## config.mk

```make
export PLATFORM = sky130hd
export DESIGN_NAME = dmem_ctrl
export DESIGN_NICKNAME = d
export VERILOG_FILES = /design/src/rtl/dmem_ctrl_pkg.sv /design/src/rtl/dmem_stb.sv /design/src/rtl/dmem_ctrl.sv
export SDC_FILE = /design/constraint.sdc
export NUM_CORES = 1
export LEC_CHECK = 0
export ABC_CLOCK_PERIOD_IN_PS = 13300
export CORE_MARGIN = 2
export CORE_UTILIZATION = 55
export DETAILED_ROUTE_END_ITERATION = 12
export PLACE_DENSITY_LB_ADDON = 0.2
export SYNTH_ARGS = -nofsm -noshare
export SYNTH_HDL_FRONTEND = slang
export SYNTH_SLANG_ARGS = --single-unit
```

## constraint.sdc

```tcl
create_clock -name clk -period 13.3 [get_ports clk]
set_clock_uncertainty 0.2 [all_clocks]
set_input_delay 1.995 -clock clk [delete_from_list [all_inputs] [get_ports clk]]
set_output_delay 1.995 -clock clk [all_outputs]
set_load 0.03 [all_outputs]
```

## src/rtl/dmem_ctrl_pkg.sv

```systemverilog
// Shared types and sizing for the retire-stage data-memory controller.
package dmem_ctrl_pkg;

    localparam int unsigned STB_DEPTH         = 4;
    localparam int unsigned ADDR_WIDTH        = 32;
    localparam int unsigned DATA_WIDTH        = 32;
    localparam int unsigned PHY_RF_ADDR_WIDTH = 6;
    localparam int unsigned STB_PTR_WIDTH     = $clog2(STB_DEPTH);

    typedef logic [STB_PTR_WIDTH-1:0] stb_ptr_t;
    typedef logic [STB_PTR_WIDTH:0]   stb_cnt_t;

    typedef struct packed {
        logic [ADDR_WIDTH-1:0] addr;
        logic [DATA_WIDTH-1:0] data;
    } stb_entry_t;

    typedef enum logic [2:0] {
        StIdle,
        StLdReq,
        StLdWait,
        StStReq,
        StStWait
    } dmem_ctrl_state_t;

endpackage

```

## src/rtl/dmem_stb.sv

```systemverilog
// In-order store buffer: circular queue with a youngest-match address search.
module dmem_stb
    import dmem_ctrl_pkg::*;
(
    input  logic                  clk,
    input  logic                  rst,
    input  logic                  enq,
    input  stb_entry_t            enq_entry,
    input  logic                  deq,
    output stb_entry_t            head_entry,
    output logic                  full,
    output logic                  empty,
    input  logic [ADDR_WIDTH-1:0] lookup_addr,
    output logic                  hit,
    output logic [DATA_WIDTH-1:0] hit_data
);

    stb_entry_t entries_q [STB_DEPTH];
    stb_ptr_t   head_q, tail_q;
    stb_cnt_t   count_q;

    always_ff @(posedge clk) begin
        if (rst) begin
            head_q  <= '0;
            tail_q  <= '0;
            count_q <= '0;
        end else begin
            if (enq) tail_q <= tail_q + 1'b1;
            if (deq) head_q <= head_q + 1'b1;
            if (enq && !deq) begin
                count_q <= count_q + 1'b1;
            end else if (!enq && deq) begin
                count_q <= count_q - 1'b1;
            end
        end
    end

    // Payload needs no reset; validity comes from head/count.
    always_ff @(posedge clk) begin
        if (enq) entries_q[tail_q] <= enq_entry;
    end

    assign head_entry = entries_q[head_q];
    assign full       = (count_q == stb_cnt_t'(STB_DEPTH));
    assign empty      = (count_q == '0);

    // Walk oldest to youngest so the last match wins.
    always_comb begin
        stb_ptr_t idx;
        hit      = 1'b0;
        hit_data = '0;
        idx      = '0;
        for (int k = 0; k < STB_DEPTH; k++) begin
            idx = head_q + stb_ptr_t'(k);
            if ((stb_cnt_t'(k) < count_q) && (entries_q[idx].addr == lookup_addr)) begin
                hit      = 1'b1;
                hit_data = entries_q[idx].data;
            end
        end
    end

endmodule

```

## src/rtl/dmem_ctrl.sv

```systemverilog
// Retire-stage data-memory sequencer: store buffer drain, load forwarding and
// miss loads onto a single-ported handshaked memory, one transaction at a time.
module dmem_ctrl
    import dmem_ctrl_pkg::*;
(
    input  logic                         clk,
    input  logic                         rst,
    input  logic                         ret_valid,
    input  logic                         ret_store,
    input  logic                         ret_load,
    input  logic [ADDR_WIDTH-1:0]        ret_addr,
    input  logic [DATA_WIDTH-1:0]        ret_data,
    input  logic [PHY_RF_ADDR_WIDTH-1:0] ret_dest,
    output logic                         ret_stall,
    output logic                         ld_wb_valid,
    output logic [PHY_RF_ADDR_WIDTH-1:0] ld_wb_addr,
    output logic [DATA_WIDTH-1:0]        ld_wb_data,
    output logic                         mem_req_valid,
    input  logic                         mem_req_ready,
    output logic                         mem_req_we,
    output logic [ADDR_WIDTH-1:0]        mem_req_addr,
    output logic [DATA_WIDTH-1:0]        mem_req_wdata,
    input  logic                         mem_resp_valid,
    input  logic [DATA_WIDTH-1:0]        mem_resp_rdata,
    output logic                         stb_empty
);

    dmem_ctrl_state_t state_q, state_d;

    logic                  stb_full, stb_is_empty, stb_hit;
    logic [DATA_WIDTH-1:0] stb_hit_data;
    stb_entry_t            stb_head, enq_entry;
    logic                  load_miss, ld_resp, ret_accept, enq, deq;

    logic                         ld_wb_valid_q;
    logic [PHY_RF_ADDR_WIDTH-1:0] ld_wb_addr_q;
    logic [DATA_WIDTH-1:0]        ld_wb_data_q;
    logic                         req_we_q;
    logic [ADDR_WIDTH-1:0]        req_addr_q;
    logic [DATA_WIDTH-1:0]        req_wdata_q;

    assign enq_entry = '{addr: ret_addr, data: ret_data};

    dmem_stb u_stb (
        .clk        (clk),
        .rst        (rst),
        .enq        (enq),
        .enq_entry  (enq_entry),
        .deq        (deq),
        .head_entry (stb_head),
        .full       (stb_full),
        .empty      (stb_is_empty),
        .lookup_addr(ret_addr),
        .hit        (stb_hit),
        .hit_data   (stb_hit_data)
    );

    assign load_miss  = ret_valid && ret_load && !stb_hit;
    assign ld_resp    = (state_q == StLdWait) && mem_resp_valid;
    // Full is judged before this cycle's dequeue, so a full-STB store always waits a cycle.
    assign ret_stall  = ret_valid && ((ret_store && stb_full) || (load_miss && !ld_resp));
    assign ret_accept = ret_valid && !ret_stall;
    assign enq        = ret_accept && ret_store;
    assign deq        = (state_q == StStWait) && mem_resp_valid;

    always_ff @(posedge clk) begin
        if (rst) begin
            state_q <= StIdle;
        end else begin
            state_q <= state_d;
        end
    end

    always_comb begin
        state_d = state_q;
        unique case (state_q)
            StIdle: begin
                if (load_miss) begin
                    state_d = StLdReq;
                end else if (!stb_is_empty) begin
                    state_d = StStReq;
                end
            end
            StLdReq:  if (mem_req_ready)  state_d = StLdWait;
            StLdWait: if (mem_resp_valid) state_d = StIdle;
            StStReq:  if (mem_req_ready)  state_d = StStWait;
            StStWait: if (mem_resp_valid) state_d = StIdle;
            default:  state_d = StIdle;
        endcase
    end

    // Request fields are latched on leaving idle and held through the handshake.
    always_ff @(posedge clk) begin
        if (rst) begin
            req_we_q    <= 1'b0;
            req_addr_q  <= '0;
            req_wdata_q <= '0;
        end else if (state_q == StIdle && state_d == StLdReq) begin
            req_we_q   <= 1'b0;
            req_addr_q <= ret_addr;
        end else if (state_q == StIdle && state_d == StStReq) begin
            req_we_q    <= 1'b1;
            req_addr_q  <= stb_head.addr;
            req_wdata_q <= stb_head.data;
        end
    end

    always_ff @(posedge clk) begin
        if (rst) begin
            ld_wb_valid_q <= 1'b0;
            ld_wb_addr_q  <= '0;
            ld_wb_data_q  <= '0;
        end else begin
            ld_wb_valid_q <= ret_accept && ret_load;
            if (ret_accept && ret_load) begin
                ld_wb_addr_q <= ret_dest;
                ld_wb_data_q <= stb_hit ? stb_hit_data : mem_resp_rdata;
            end
        end
    end

    assign mem_req_valid = (state_q == StLdReq) || (state_q == StStReq);
    assign mem_req_we    = req_we_q;
    assign mem_req_addr  = req_addr_q;
    assign mem_req_wdata = req_wdata_q;
    assign ld_wb_valid   = ld_wb_valid_q;
    assign ld_wb_addr    = ld_wb_addr_q;
    assign ld_wb_data    = ld_wb_data_q;
    assign stb_empty     = stb_is_empty && (state_q != StStReq) && (state_q != StStWait);

endmodule

```

==> results of run 1 <==
## registers in the layout (all words and copies together) (netlist names), named ones only
| register | flops |
|---|---|
| u_stb.tail_q | 2 |
| ld_wb_addr | 6 |
| ld_wb_data | 32 |
| mem_req_wdata | 32 |
| mem_req_addr | 32 |
| u_stb.count_q | 3 |
| mem_req_we | 1 |
| u_stb.head_q | 2 |
| state_q | 3 |
| u_stb.entries_q | 256 |
| ld_wb_valid | 1 |
## worst max path at each step
stage	from	end	slack (ps)
3_3_place_gp	ret_addr[18]	ret_stall	5040
3_5_place_dp	ret_addr[18]	ret_stall	5020
6_report	ret_addr[18]	ret_stall	4800
2_1_floorplan	ret_addr[27]	ret_stall	6720
4_1_cts	ret_addr[18]	ret_stall	5040
5_1_grt	ret_addr[18]	ret_stall	4740
## stage by stage
| step | setup slack (ps) | cell area, sq um | total power (uW) |
|---|---|---|---|
| after floorplan | 6724 | 22160 | 1582 |
| after global placement | 5039 | 24430 | 1767 |
| after detailed placement | 5025 | 24430 | 1775 |
| after CTS | 5037 | 25840 | 2956 |
| after global routing | 4743 | 25840 | 3030 |
| final | 4804 | 25840 | 2945 |
## worst min-delay path, cell delays in order, from the launching register on
cell,delay (ps)
dfxtp_1,300
inv_1,60
a221oi_2,50
## cells in the final DEF, fill, tap and decap left out, types with 5 or more instances in the layout
cell             netlist  layout
a2111oi_0             17      17
a21oi_1              103     103
a221o_1               34      34
a221oi_1               7       7
a221oi_2              28      28
a222oi_1               5       5
a22oi_1                6       6
and2_1                11       7
buf_4                  5      25
bufinv_16              0       5
clkbuf_1              82      11
clkbuf_16              0      42
clkdlybuf4s50_1        0     214
clkinv_2               0       6
dfxtp_1              116     112
edfxtp_1             256     256
ha_1                   9       9
inv_1                 74      74
mux2_2                90      90
mux2i_1              161     161
mux4_2               142     142
nand2_1               90      90
nand2b_1              39      39
nand3_1               10      10
nand4_1               12      12
nor2_1               104     103
nor2b_1                6       5
nor3_1                52      52
nor4_1                 8       8
o2111ai_1              5       5
o21ai_0               40      40
o221a_1               16      16
o221ai_1               5       5
o22ai_1               17      17
xnor2_1               97      97
## power by group through the flow
| stage | clock network [uW] | registers, uW | logic (uW) |
|---|---|---|---|
| after floorplan | 0 | 1400 | 183 |
| after global placement | 0 | 1350 | 420 |
| after detailed placement | 0 | 1350 | 426 |
| after CTS | 1200 | 1320 | 429 |
| after global routing | 1250 | 1330 | 454 |
| final | 1190 | 1330 | 431 |
## routing by layer
metal | vias to the layer above | track usage [%]
met4 | 4 | 10.25
li1 | 7209 | -
met5 | - | 0
met3 | 131 | 9.020
met2 | 809 | 48.36
met1 | 8291 | 42.81
## cell type report
cell class / count / area, sq um / area share, %
multi-input combinational: 1187 / 11130 / 43.05
antenna: 2 / 5.005 / 0.01936
inverter: 74 / 277.8 / 1.075
tap: 525 / 656.9 / 2.542
timing repair buffer: 240 / 2350 / 9.092
clock buffer: 57 / 1147 / 4.439
sequential: 372 / 10020 / 38.79
clock inverter: 20 / 257.7 / 0.9973
## kinds of logic after synthesis
group,count (synthesis),share of synthesized area [%]
AOI/OAI and AO/OA,330,11.55
xor gates and xnor gates,100,3.952
adders and majority gates,9,0.5081
buffers and inverters,232,4.827
DFF,372,45.16
muxes,397,26.48
and+or+nand+nor,351,7.526
==> results.toml, run 1 <==
[critical_path]
path_delay_family = "buffers and inverters"
path_depth = 12
crit_top_cell = "clkdlybuf4s50_1"
crit_required_ps = 11100
cp_max_fo = 33
arrival_ps = 6300
slowest_delay_ps = 840
rrSetupSlack_ps = 6360
crit_path_end_kind = "primary output"
crit_type = "in2out"
cp_slowest_cell = "nor4_1"
r2r_cells = 12
timing.rr.end = "u_stb.entries_q[2][58]"
startpoint_type = "input pin"
path_cells = "clkdlybuf4s50_1 -> inv_1 -> xnor2_1 -> nor4_1 -> o2111a_1 -> and4_1 -> buf_4 -> a21o_1 -> nor3_1 -> nand2_1 -> a21boi_0 -> clkdlybuf4s50_1"
critPathBufInv = 4

[timing]
fin_tns_setup_ps = 0
rsz0062_at_grt = "false"
whs_ps = 256.9
final-hold-violation-count = 0
finalCriticalPeriod_ps = 8496
tightest_slew_ps = 1223
timing.slew.headroom_pct = 18.49
drv_slew = 0
fmax_mhz = 117.7
post-route-period-util_pct = 63.88
setup_violations = 0

[die]
initial_core_util_pct = 55.78
coreArea_sq_um = 39730
die_area_sq_um = 41920
ios = 216
die_h_microns = 204.7
chipWidth_microns = 204.7
row_count = 73

[route]
route.detailed.drc = 0
dr.max_layer_used = "met5"
vias_per_cell = 6.639
vias = 16440
wire_per_inst_microns = 26.54
antenna_left = 0
wl_met2_microns = 30290
totalWireLength_microns = 65730
first_iter_violations = 1661
wl_met1_microns = 26870
route.met3.wl_microns = 6774
firstDrtPassIters = 6

[placement]
placed_cells = 2398
place_congestion = 0.9492
dp.final_hpwl_microns = 42330
portBuffers = 215

[global_routing]
grt_first_pass_wirelength_microns = 98560
grt_pass1_vias = 16240
grt_max_degree = 127
gr-total-overflow = 0
antenna_found_initial = 4
grtUsageTotal_pct = 31.36

[logic_synthesis]
synth-seq-cells = 372
synth.avg_cell_area_sq_um = 12.37
ys_top_cells_by_area = "edfxtp_1, mux4_2, dfxtp_1"
yosysWarnings = 0
async_reset_ff_share_pct = 0
synth.cell_area_sq_um = 22160
yosysUniqueCellTypes = 76
synth_top_area_cell = "edfxtp_1"
synth.most_common_cell = "edfxtp_1"
seq_area_frac_synth_pct = 45.16
synth_top_cell_area_share_pct = 34.69
ys.flop_type = "edfxtp_1"
synth_nets = 1909
synthTopCellsByCount = "edfxtp_1, mux2i_1, mux4_2"
synth_edf_count = 256
syn_inst = 1791

[layout]
syn_to_final_growth_pct = 16.61
drive_gt1_share_pct = 18.82
instances_no_fill = 2477
fin_nets = 2035
nFillCells = 2990
fin_util_pct = 65.05

[power]
swShare_pct = 26.34
ir_worst_vdd_mv = 0.1477
p_int_uw = 2170
p_leak_uw = 0.008046
p_seq_share_pct = 45.0
clkPwrFrac_pct = 40.3
p_comb_share_pct = 14.6
power_density_nw_per_um2 = 114.0
power.switching_uw = 775.7

[cts]
cts_tree = "done"
post_cts_buffers = 0
cts_buffers = 42
path_clk_slew_ps = 50
clk_latency_ps = 580
cts_resized = 0
htree_num_levels = 2
clk_root_buffer_cell = "clkbuf_16"
cts_hold_buffers = 0
clockBufferDepth = 3
cts_sinks = 372

[outcome]
outcome = "finished clean"

[run]
maxCapViolations = 0

[hold_path]
min_path_type = "reg2reg"
hold_path_depth = 2
hold_path_end = "ld_wb_data[27]"
hp-start = "ld_wb_data[27]"
(Power assumes the default switching activity.)
==> inputs of run 2 (changes only) <==
ABC_CLOCK_PERIOD_IN_PS = 7320   (was 13300)
CORE_UTILIZATION = 53   (was 55)
clock period = 7.32 ns   (was 13.3 ns; I/O delays follow)
==> results.toml, run 2 (synthesized netlist as in run 1, its figures left out) <==
[power]
p_leak_uw = 0.008164
power_density_nw_per_um2 = 207.1
ir_worst_vdd_mv = 0.1932

[die]
coreArea_sq_um = 41020
ios = 216
row_count = 74
chipWidth_microns = 208.5
die_h_microns = 208.5
die_area_sq_um = 43470
initial_core_util_pct = 54.03

[layout]
final_common_cell = "edfxtp_1"
regMostFlops = "u_stb.entries_q"
fin_util_pct = 63.56
drive_gt1_share_pct = 19.65
multiInputGateArea_sq_um = 11130
largest_reg_flops = 256
final_cell_mix = "edfxtp_1, clkdlybuf4s50_1, mux2i_1"
regArea_sq_um = 10020
fin_nets = 2054
syn_to_final_growth_pct = 17.64
nFillCells = 3149

[global_routing]
grt_max_degree = 121
grt_pass1_vias = 15940
grt_first_pass_wirelength_microns = 100400
antenna_found_initial = 3
gr-total-overflow = 0
grtUsageTotal_pct = 30.54

[critical_path]
path_cells = "buf_12 -> mux2i_1 -> mux2i_1 -> a2111oi_0 -> nand4b_1 -> a211o_1 -> o22ai_2 -> nor3_1 -> nand2_1 -> a21boi_0 -> clkdlybuf4s50_1"
rrSetupSlack_ps = 1730
timing.rr.start = "u_stb.head_q[0]"
crit_type = "reg2out"
crit_path_end_kind = "primary output"
r2r_cells = 11
slowest_delay_ps = 940
timing.rr.end = "u_stb.entries_q[0][54]"
cp_max_fo = 29
arrival_ps = 5250
startpoint_type = "flop"
crit_required_ps = 6020
cp_slowest_cell = "a2111oi_0"
crit_top_cell = "mux2i_1"

[cts]
htree_num_levels = 2
cts_tree = "done"
clk_latency_ps = 580
path_clk_slew_ps = 60
cts_buffers = 41
cts_hold_buffers = 0
cts_resized = 0
clockBufferDepth = 3
clk_root_buffer_cell = "clkbuf_16"
cts_sinks = 372
post_cts_buffers = 0

[timing]
final-hold-violation-count = 0
post-route-period-util_pct = 89.52
rsz0062_at_grt = "false"
tightest_slew_ps = 1195
drv_slew = 0
fmax_mhz = 152.6
finalCriticalPeriod_ps = 6553
setup_violations = 0
timing.slew.headroom_pct = 20.30
fin_tns_setup_ps = 0

[hold_path]
hold_path_depth = 2
min_path_type = "reg2reg"
hp-start = "ld_wb_data[1]"
hold_path_end = "ld_wb_data[1]"

[run]
maxCapViolations = 0

[placement]
place_congestion = 1.005
portBuffers = 215
dp.final_hpwl_microns = 45090

[route]
vias = 16510
firstDrtPassIters = 8
antenna_left = 0
wire_per_inst_microns = 26.86
first_iter_violations = 2041
route.detailed.drc = 0
totalWireLength_microns = 67240
vias_per_cell = 6.596

[outcome]
outcome = "finished clean"
==> run 2: worst max-delay path by stage <==
| stage | startpoint | end | cells past startpoint |
|---|---|---|---|
| 3_3_place_gp | ret_addr[15] | ret_stall | 11 |
| 4_1_cts | u_stb.head_q[1] | ret_stall | 10 |
| 5_1_grt | u_stb.head_q[0] | ret_stall | 11 |
| 3_5_place_dp | ret_addr[15] | ret_stall | 11 |
| 2_1_floorplan | ret_addr[27] | u_stb.entries_q[0][0] | 9 |
| 6_report | u_stb.head_q[0] | ret_stall | 11 |
==> run 2: report_power, final <==
part / switching [uW] / internal (uW) / total [uW]
registers: 69.8 / 2330 / 2400
clock network: 882 / 1320 / 2200
logic: 465 / 327 / 792
==> run 2: metal layers <==
metal / GRT usage [%] / vias up / share of wire (%)
li1: - / 7234 / -
met1: 43.65 / 8318 / 42
met2: 47.21 / 838 / 46
met3: 6.204 / 117 / 9.1
met4: 9.278 / 2 / 2.6
met5: 0 / - / 0.021
==> run 2: final cells by class <==
| class | instances | share of cell area, % |
|---|---|---|
| diodes | 2 | 0.01920 |
| well taps | 532 | 2.553 |
| repair buffers | 260 | 9.781 |
| clock inverters | 22 | 1.214 |
| inverters | 74 | 1.065 |
| clock buffers | 54 | 4.242 |
| multi-input cells | 1187 | 42.67 |
| flip-flops and latches | 372 | 38.45 |
==> run 2: critical path, delay by kind of cell (launching register included) <==
kind / cells / cell delay (ps)
buf+inv: 2 / 940
compound gates: 4 / 1940
simple gates: 3 / 470
flops: 1 / 640
mux: 2 / 660
==> run 2: stage by stage <==
step                      hold WS, ps  std cells  total power (uW)  worst slack [ps]  area [sq um]
after CTS                       263.1       2501              5421             889.4         26070
after global placement          250.3       2425              3217             998.8         24640
final                           263.1       2503              5399             767.4         26070
after global routing            271.5       2503              5546             667.9         26070
after detailed placement        253.5       2425              3226             897.1         24640
after floorplan                 281.6       1791              2875              1875         22160
==> inputs of run 3 (changes only) <==
ABC_CLOCK_PERIOD_IN_PS = 6300   (was 7320)
CORE_UTILIZATION = 55   (was 53)
clock period = 6.3 ns   (was 7.32 ns; I/O delays follow)
==> results.toml, run 3 (synthesized netlist as in run 1, its figures left out) <==
[global_routing]
grtUsageTotal_pct = 32.63
antenna_found_initial = 2
grt_first_pass_wirelength_microns = 102400
gr-total-overflow = 0
grt_max_degree = 86
grt_pass1_vias = 16450

[hold_path]
min_path_type = "reg2reg"
hp-start = "ld_wb_data[16]"
hold_path_depth = 2
hold_path_end = "ld_wb_data[16]"

[route]
firstDrtPassIters = 6
wire_per_inst_microns = 27.14
vias_per_cell = 6.673
route.detailed.drc = 0
first_iter_violations = 1958
antenna_left = 0
vias = 16740
totalWireLength_microns = 68070

[critical_path]
arrival_ps = 4910
startpoint_type = "flop"
timing.rr.end = "u_stb.entries_q[3][47]"
crit_required_ps = 5150
r2r_cells = 11
crit_path_end_kind = "primary output"
crit_type = "reg2out"
rrSetupSlack_ps = 1030
timing.rr.start = "u_stb.head_q[1]"
cp_max_fo = 26

[cts]
cts_tree = "done"
clockBufferDepth = 3
clk_latency_ps = 590
cts_resized = 0
clk_root_buffer_cell = "clkbuf_16"
htree_num_levels = 2
cts_sinks = 372
cts_hold_buffers = 0
path_clk_slew_ps = 60
cts_buffers = 43
post_cts_buffers = 0

[power]
power_density_nw_per_um2 = 239.1
p_leak_uw = 0.008211
ir_worst_vdd_mv = 0.2108
finalPower_uw = 6249

[die]
die_area_sq_um = 41920
initial_core_util_pct = 55.78
die_h_microns = 204.7
ios = 216
chipWidth_microns = 204.7
coreArea_sq_um = 39730
row_count = 73

[placement]
dp.final_hpwl_microns = 44910
place_congestion = 0.9690
portBuffers = 215
place_ws_ps = 682.4

[timing]
post-route-period-util_pct = 96.13
finalCriticalPeriod_ps = 6056
fmax_mhz = 165.1
setup_violations = 0
timing.slew.headroom_pct = 17.48
rsz0062_at_grt = "false"
fin_tns_setup_ps = 0
whs_ps = 260.7
drv_slew = 0
tightest_slew_ps = 1238
final-hold-violation-count = 0
finalWorstSetupSlack_ps = 244.0

[layout]
nFillCells = 2928
final_common_cell = "edfxtp_1"
regArea_sq_um = 10020
regMostFlops = "u_stb.entries_q"
largest_reg_flops = 256
syn_to_final_growth_pct = 17.94
fin_util_pct = 65.79
fin_nets = 2065
final_cell_mix = "edfxtp_1, clkdlybuf4s50_1, mux2i_1"
multiInputGateArea_sq_um = 11130
drive_gt1_share_pct = 19.73

[run]
maxCapViolations = 0

[outcome]
outcome = "finished clean"
run 3: cell types whose count changed in the layout (fill, tap and decap cells not counted), sizes merged:
| cell | change |
|---|---|
| diode | -1 |
| clkinv | +2 |
| clkinvlp | -2 |
| buf | +9 |
| clkbuf | +6 |
| bufinv | -2 |
run 3: final cells by class:
type / instances / share of cell area (%)
Timing Repair Buffer: 269 / 10.16
Inverter: 74 / 1.063
Tap cell: 525 / 2.513
Sequential cell: 372 / 38.35
Clock inverter: 20 / 0.8999
Multi-Input combinational cell: 1187 / 42.56
Antenna cell: 1 / 0.009574
Clock buffer: 60 / 4.442
run 3: per-stage QoR:
step	std cells	cell area (sq um)
floorplan	1791	22160
global placement	2427	24740
detailed placement	2427	24740
CTS	2507	26140
global route	2508	26140
finish	2508	26140
run 3: how the worst max path moves through the flow:
stage                          from                    end  slack (ps)  depth (start not counted)
floorplan              ret_addr[27]  u_stb.entries_q[0][0]        1010                          9
global placement       ret_addr[21]              ret_stall         690                         11
detailed placement     ret_addr[21]              ret_stall         680                         11
CTS                 u_stb.head_q[1]              ret_stall         300                         11
global route        u_stb.head_q[1]              ret_stall         140                         12
finish              u_stb.head_q[1]              ret_stall         240                         11
run 3: critical path: stages (launching register included):
cell and delay (ps):
dfxtp_4 570, buf_4 360, mux4_2 370, xnor2_1 440, nand4_1 200, or4_1 620
or4_1 590, o22ai_2 220, nor3_1 120, nand2_1 90, a21boi_0 110, clkdlybuf4s50_1 610
run 3: routing by layer:
metal	share of wire, %	vias to the layer above	GRT usage (%)
met3	9.9	123	7.000
met5	0	-	0
met4	2.4	0	9.213
met2	46	874	50.39
li1	-	7258	-
met1	42	8481	46.65
run 3: report_power, final:
group | total [uW] | switching, uW | internal [uW]
registers | 2800 | 87.2 | 2710
clock network | 2520 | 1020 | 1490
logic | 931 | 543 | 388
total | 6250 | 1650 | 4590
